==> config.mk <==
export PLATFORM = sky130hd
export DESIGN_NAME = operand_entry
export DESIGN_NICKNAME = d
export VERILOG_FILES = /design/src/rtl/ula_pkg.sv /design/src/rtl/key_debounce.sv /design/src/rtl/operand_entry.sv
export SDC_FILE = /design/constraint.sdc
export NUM_CORES = 1
export LEC_CHECK = 0
export ABC_AREA = 1
export CAP_MARGIN = 5
export CORE_MARGIN = 10
export CORE_UTILIZATION = 60
export DETAILED_ROUTE_END_ITERATION = 16
export PLACE_DENSITY = 0.84
export SLEW_MARGIN = 20
export SYNTH_ARGS = -nofsm -noshare
export SYNTH_HDL_FRONTEND = slang
export SYNTH_SLANG_ARGS = --single-unit
==> constraint.sdc <==
create_clock -name CLOCK_50 -period 1.85 [get_ports CLOCK_50]
set_input_delay 0.37 -clock CLOCK_50 [delete_from_list [all_inputs] [get_ports CLOCK_50]]
set_output_delay 0.37 -clock CLOCK_50 [all_outputs]
set_load 0.01 [all_outputs]
==> src/rtl/ula_pkg.sv <==
// Shared constants for the operand entry stage and the ALU decode.
package ula_pkg;

   localparam int DIGIT_MAX = 9;
   localparam int OP_W      = 2;
   localparam int KEY_N     = 3;

   localparam logic [OP_W-1:0] OP_ADD = 2'd0;
   localparam logic [OP_W-1:0] OP_SUB = 2'd1;
   localparam logic [OP_W-1:0] OP_MUL = 2'd2;
   localparam logic [OP_W-1:0] OP_DIV = 2'd3;

   // KEY bit positions
   localparam int KEY_OP = 0;
   localparam int KEY_B  = 1;
   localparam int KEY_A  = 2;

endpackage

==> src/rtl/key_debounce.sv <==
// One push-button: 2-flop sync, hold-time debounce, registered press pulse on a
// stable 1->0 transition (active-low key, so a press is the falling edge).
module key_debounce #(
   parameter int DEBOUNCE_CYCLES = 1_000_000
) (
   input  logic clk_sys,
   input  logic rst_n,
   input  logic key,
   output logic press
);

   localparam int CNT_W = $clog2(DEBOUNCE_CYCLES + 1);
   localparam logic [CNT_W-1:0] CNT_LAST = CNT_W'(DEBOUNCE_CYCLES - 1);

   logic             sync_1;
   logic             sync_2;
   logic             stable;
   logic             stable_d;
   logic [CNT_W-1:0] count;

   always_ff @(posedge clk_sys or negedge rst_n) begin
      if (!rst_n) begin
         sync_1 <= 1'b1;
         sync_2 <= 1'b1;
      end else begin
         sync_1 <= key;
         sync_2 <= sync_1;
      end
   end

   // Any return to the accepted level restarts the hold interval, so a glitch
   // shorter than DEBOUNCE_CYCLES never reaches stable.
   always_ff @(posedge clk_sys or negedge rst_n) begin
      if (!rst_n) begin
         stable <= 1'b1;
         count  <= '0;
      end else if (sync_2 == stable) begin
         count <= '0;
      end else if (count == CNT_LAST) begin
         stable <= sync_2;
         count  <= '0;
      end else begin
         count <= count + 1'b1;
      end
   end

   always_ff @(posedge clk_sys or negedge rst_n) begin
      if (!rst_n) begin
         stable_d <= 1'b1;
         press    <= 1'b0;
      end else begin
         stable_d <= stable;
         press    <= stable_d & ~stable;
      end
   end

endmodule

==> src/rtl/operand_entry.sv <==
// Operand/opcode entry: three debounced keys step operands a, b (0..DIGIT_MAX)
// and opcode op (mod 4); upd marks the first cycle a new value is visible.
module operand_entry #(
   parameter int DEBOUNCE_CYCLES = 1_000_000,
   parameter int DIGIT_MAX       = ula_pkg::DIGIT_MAX,
   parameter int OPND_W          = 8
) (
   input  logic                     CLOCK_50,
   input  logic                     RESET_N,
   input  logic [2:0]               KEY,
   output logic [OPND_W-1:0]        a,
   output logic [OPND_W-1:0]        b,
   output logic [ula_pkg::OP_W-1:0] op,
   output logic                     upd
);

   import ula_pkg::*;

   logic [KEY_N-1:0] press;

   for (genvar i = 0; i < KEY_N; i++) begin : g_key
      key_debounce #(
         .DEBOUNCE_CYCLES (DEBOUNCE_CYCLES)
      ) u_key_debounce (
         .clk_sys (CLOCK_50),
         .rst_n   (RESET_N),
         .key     (KEY[i]),
         .press   (press[i])
      );
   end

   // >= rather than == so a corrupted register falls back to 0 on the next press
   function automatic logic [OPND_W-1:0] next_digit(input logic [OPND_W-1:0] v);
      return (v >= OPND_W'(DIGIT_MAX)) ? '0 : v + 1'b1;
   endfunction

   always_ff @(posedge CLOCK_50 or negedge RESET_N) begin
      if (!RESET_N) begin
         a   <= '0;
         b   <= '0;
         op  <= OP_ADD;
         upd <= 1'b0;
      end else begin
         if (press[KEY_A]) a <= next_digit(a);
         if (press[KEY_B]) b <= next_digit(b);
         if (press[KEY_OP]) op <= op + 1'b1;
         upd <= |press;
      end
   end

endmodule
==> results.sh <==
export IMPL_status="complete, no violations"
export IMPL_async_flop_share_pct=100
export IMPL_area_delta_synth_final_pct=11.1
export IMPL_peakVddDrop_mv=0.491
export IMPL_ys_seq_elements=94
export IMPL_place_area_um2=5220
export IMPL_vias_per_cell=5.29
export IMPL_synthTopCellsByArea="dfrtp_1 (42%), nor2_1 (10%), nand2_1 (7.0%)"
export IMPL_row_count=32
export IMPL_post_cts_resized=0
export IMPL_htreeDepth=3
export IMPL_drive_gt1_share_pct=14.6
export IMPL_routabilityCongestion=0.950
export IMPL_path_class="reg -> out"
export IMPL_period_share_pct=94.9
export IMPL_numCtsBuffers=9
export IMPL_skew_ps=11.0
export IMPL_worst_slew_pin_transition_ps=491
export IMPL_hold_buffers=0
export IMPL_worstPathRequired_ps=1480
export IMPL_timing_slew_headroom_pct=67.3
export IMPL_finalMaxSlewViolations=0
export IMPL_fmax_mhz=570
export IMPL_routed_top_layer="met4"
export IMPL_die_w_um=110
export IMPL_hold_viol_final=0
export IMPL_dp_hpwl_um=6980
export IMPL_synth_top_area_share_pct=42.2
export IMPL_grt_antenna_before_repair=0
export IMPL_wl_met3_um=511
export IMPL_maxCapViolCount=0
export IMPL_drt_wl_total_um=9610
export IMPL_yosysWarnings=0
export IMPL_yosysUniqueCellTypes=30
export IMPL_rsz0062_at_grt="false"
export IMPL_reg2reg_slack_ps=330
export IMPL_path_cells="clkdlybuf4s50_1"
export IMPL_setup_viol=0
export IMPL_cts_sinks=94
export IMPL_max_stage_delay_ps=570
export IMPL_cp_depth=1
export IMPL_worstSetupEndpointType="output pin"
export IMPL_crit_start="b[0]$_DFFE_PN0P_"
export IMPL_cp_num_buf_inv=1
export IMPL_antenna_left=0
export IMPL_finalSetupTns_ps=0
export IMPL_drt_wirelength_per_cell_um=13.5
export IMPL_post_route_min_period_ps=1760
export IMPL_core_area_um2=7810
export IMPL_hp_class="in -> async"
export IMPL_final_util_pct=69.2
export IMPL_cts_path_max_buffers=2
export IMPL_synth_compound_area_share_pct=2.81
export IMPL_clk_pin_slew_worst_paths_ps=100
export IMPL_slowest_stage="clkdlybuf4s50_1"
export IMPL_synth_xor_area_share_pct=7.67
export IMPL_drt_iter0_drc=217
export IMPL_nets=618
export IMPL_grt_max_degree=95
export IMPL_io_pins=24
export IMPL_overflow=0
export IMPL_n_antenna_cell=0
export IMPL_post_cts_buffers=0
export IMPL_dieHeight_um=110
export IMPL_dr_pass1_iters=5
export IMPL_startpoint_type="flip-flop"
export IMPL_r2r_cells=7
export IMPL_synth_top_family_by_area="simple AND/OR/NAND/NOR gates"
export IMPL_die_area_um2=12100
export IMPL_syn_area_per_cell_um2=8.50
export IMPL_yosysSeqAreaShare_pct=48.7
export IMPL_yosysTopAreaCell="dfrtp_1"
export IMPL_dr_total_vias=3759
export IMPL_drc=0
export IMPL_cts_root_buf="clkbuf_8"
export IMPL_synth_main_ff_cell="dfrtp_1"
export IMPL_reg2reg_from="b[1]$_DFFE_PN0P_"
export IMPL_first_global_vias=3745
export IMPL_cts_tree="yes"
export IMPL_synth_simple_gate_area_share_pct=33.1
export IMPL_crit_fanout=5
export IMPL_floorplan_initialDensity_pct=62.2
export IMPL_wl_met1_um=4120
export IMPL_powerDensity_nw_per_um2=649
export IMPL_p_leak_nw=2.39
export IMPL_critPathTopFamily="buffers and inverters"
export IMPL_muxShareOfSynthArea_pct=0
export IMPL_grt_pass1_wl_um=16800
export IMPL_critPathArrivalTime_ps=1390
export IMPL_synth_fp_nets=586
export IMPL_reg2reg_to="b[0]$_DFFE_PN0P_"
export IMPL_design_area_um2=5400
export IMPL_postSynthCellCount=572
export IMPL_io_buffers=23
export IMPL_nFillCells=616
export IMPL_worstSkewPairLatency_ps=360
export IMPL_multiInputGateArea_um2=2230
export IMPL_synth_edff_count=0
export IMPL_synth_cell_area_um2=4860
export IMPL_track_usage_pct=17.0
export IMPL_synth_adder_area_share_pct=2.32
export IMPL_routed_wl_met2_um=4770
export IMPL_regArea_um2=2370
## logic make-up (layout without fill, tap and decap cells)
| family | count (synthesis) | after routing |
|---|---|---|
| flops | 94 | 94 |
| xor+xnor | 40 | 40 |
| buf+inv | 69 | 106 |
| compound gates | 25 | 25 |
| simple gates | 335 | 335 |
| fa+ha+maj | 9 | 9 |
## per-layer routing
| layer | up-vias | track usage, % |
|---|---|---|
| met2 | 91 | 29.2 |
| li1 | 1850 | - |
| met1 | 1796 | 20.7 |
| met5 | - | 0 |
| met3 | 22 | 4.06 |
| met4 | 0 | 5.39 |
## power by group
part	switching, mW	internal [mW]	total (mW)
logic	0.0872	0.0367	0.124
registers	0.0178	2.08	2.10
clock network	0.770	0.508	1.28
## worst register-to-register path, stage by stage, from the launching register on
cell	delay (ps)
dfrtp_1	420
inv_1	100
ha_1	180
nor2_1	110
nand2_1	100
a21oi_1	300
nand2_1	100
a21oi_1	140
## per-stage QoR
stage	power, mW	std cells	worst slack, ps	hold WS [ps]
floorplan	2.20	572	594	74.4
global placement	2.26	695	489	346
detailed placement	2.27	695	386	348
CTS	3.54	711	71.9	56.5
global route	3.64	711	34.7	66.7
finish	3.50	711	94.7	28.4
## flip-flops by register name, indices dropped and copies added, names as in the netlist
register                       count
a                                  8
b                                  8
g_key.u_key_debounce.count        60
g_key.u_key_debounce.press         3
g_key.u_key_debounce.stable        3
g_key.u_key_debounce.stable_d      3
g_key.u_key_debounce.sync_1        3
g_key.u_key_debounce.sync_2        3
op                                 2
upd                                1
## Yosys cell counts (2+ instances only)
library cell,number
nand4_1,10
dfrtp_1,82
nand3b_1,2
o21bai_1,2
inv_2,6
o21ai_1,8
nor2_1,134
nand3_1,42
a21oi_1,12
xor2_1,26
inv_1,60
nand3b_2,2
nor2_4,15
o21ai_0,2
buf_2,3
nand2_1,90
nand3_2,8
xnor2_1,11
xor2_2,3
dfstp_2,12
ha_1,9
nand2_2,12
nor3_1,6
nor2_2,9
## layout by cell type, fill, tap and decap left out, drive strengths merged, types with 2 or more instances in the layout
cell type,n
a21oi,12
buf,2
clkbuf,9
clkdlybuf4s50,22
clkinv,2
dfrtp,82
dfstp,12
ha,9
inv,70
nand2,103
nand3,50
nand3b,4
nand4,10
nor2,158
nor3,7
o21ai,10
o21bai,3
xnor2,11
xor2,29
## how the worst max path moves through the flow
stage / endpoint / slack (ps)
global route: b[0] / 30
CTS: b[0] / 70
finish: b[0] / 90
global placement: g_key[2].u_key_debounce.count[9]$_DFF_PN0_ / 490
floorplan: g_key[0].u_key_debounce.count[18]$_DFF_PN0_ / 590
detailed placement: b[0]$_DFFE_PN0P_ / 390
## area by class of cell
type	instances	area share, %
inverters	66	4.59
well taps	102	2.36
clock inverters	7	1.02
multi-input cells	409	41.3
repair buffers	24	4.59
clock buffers	9	2.29
flip-flops and latches	94	43.8
Power figures use the tool's default switching activity.
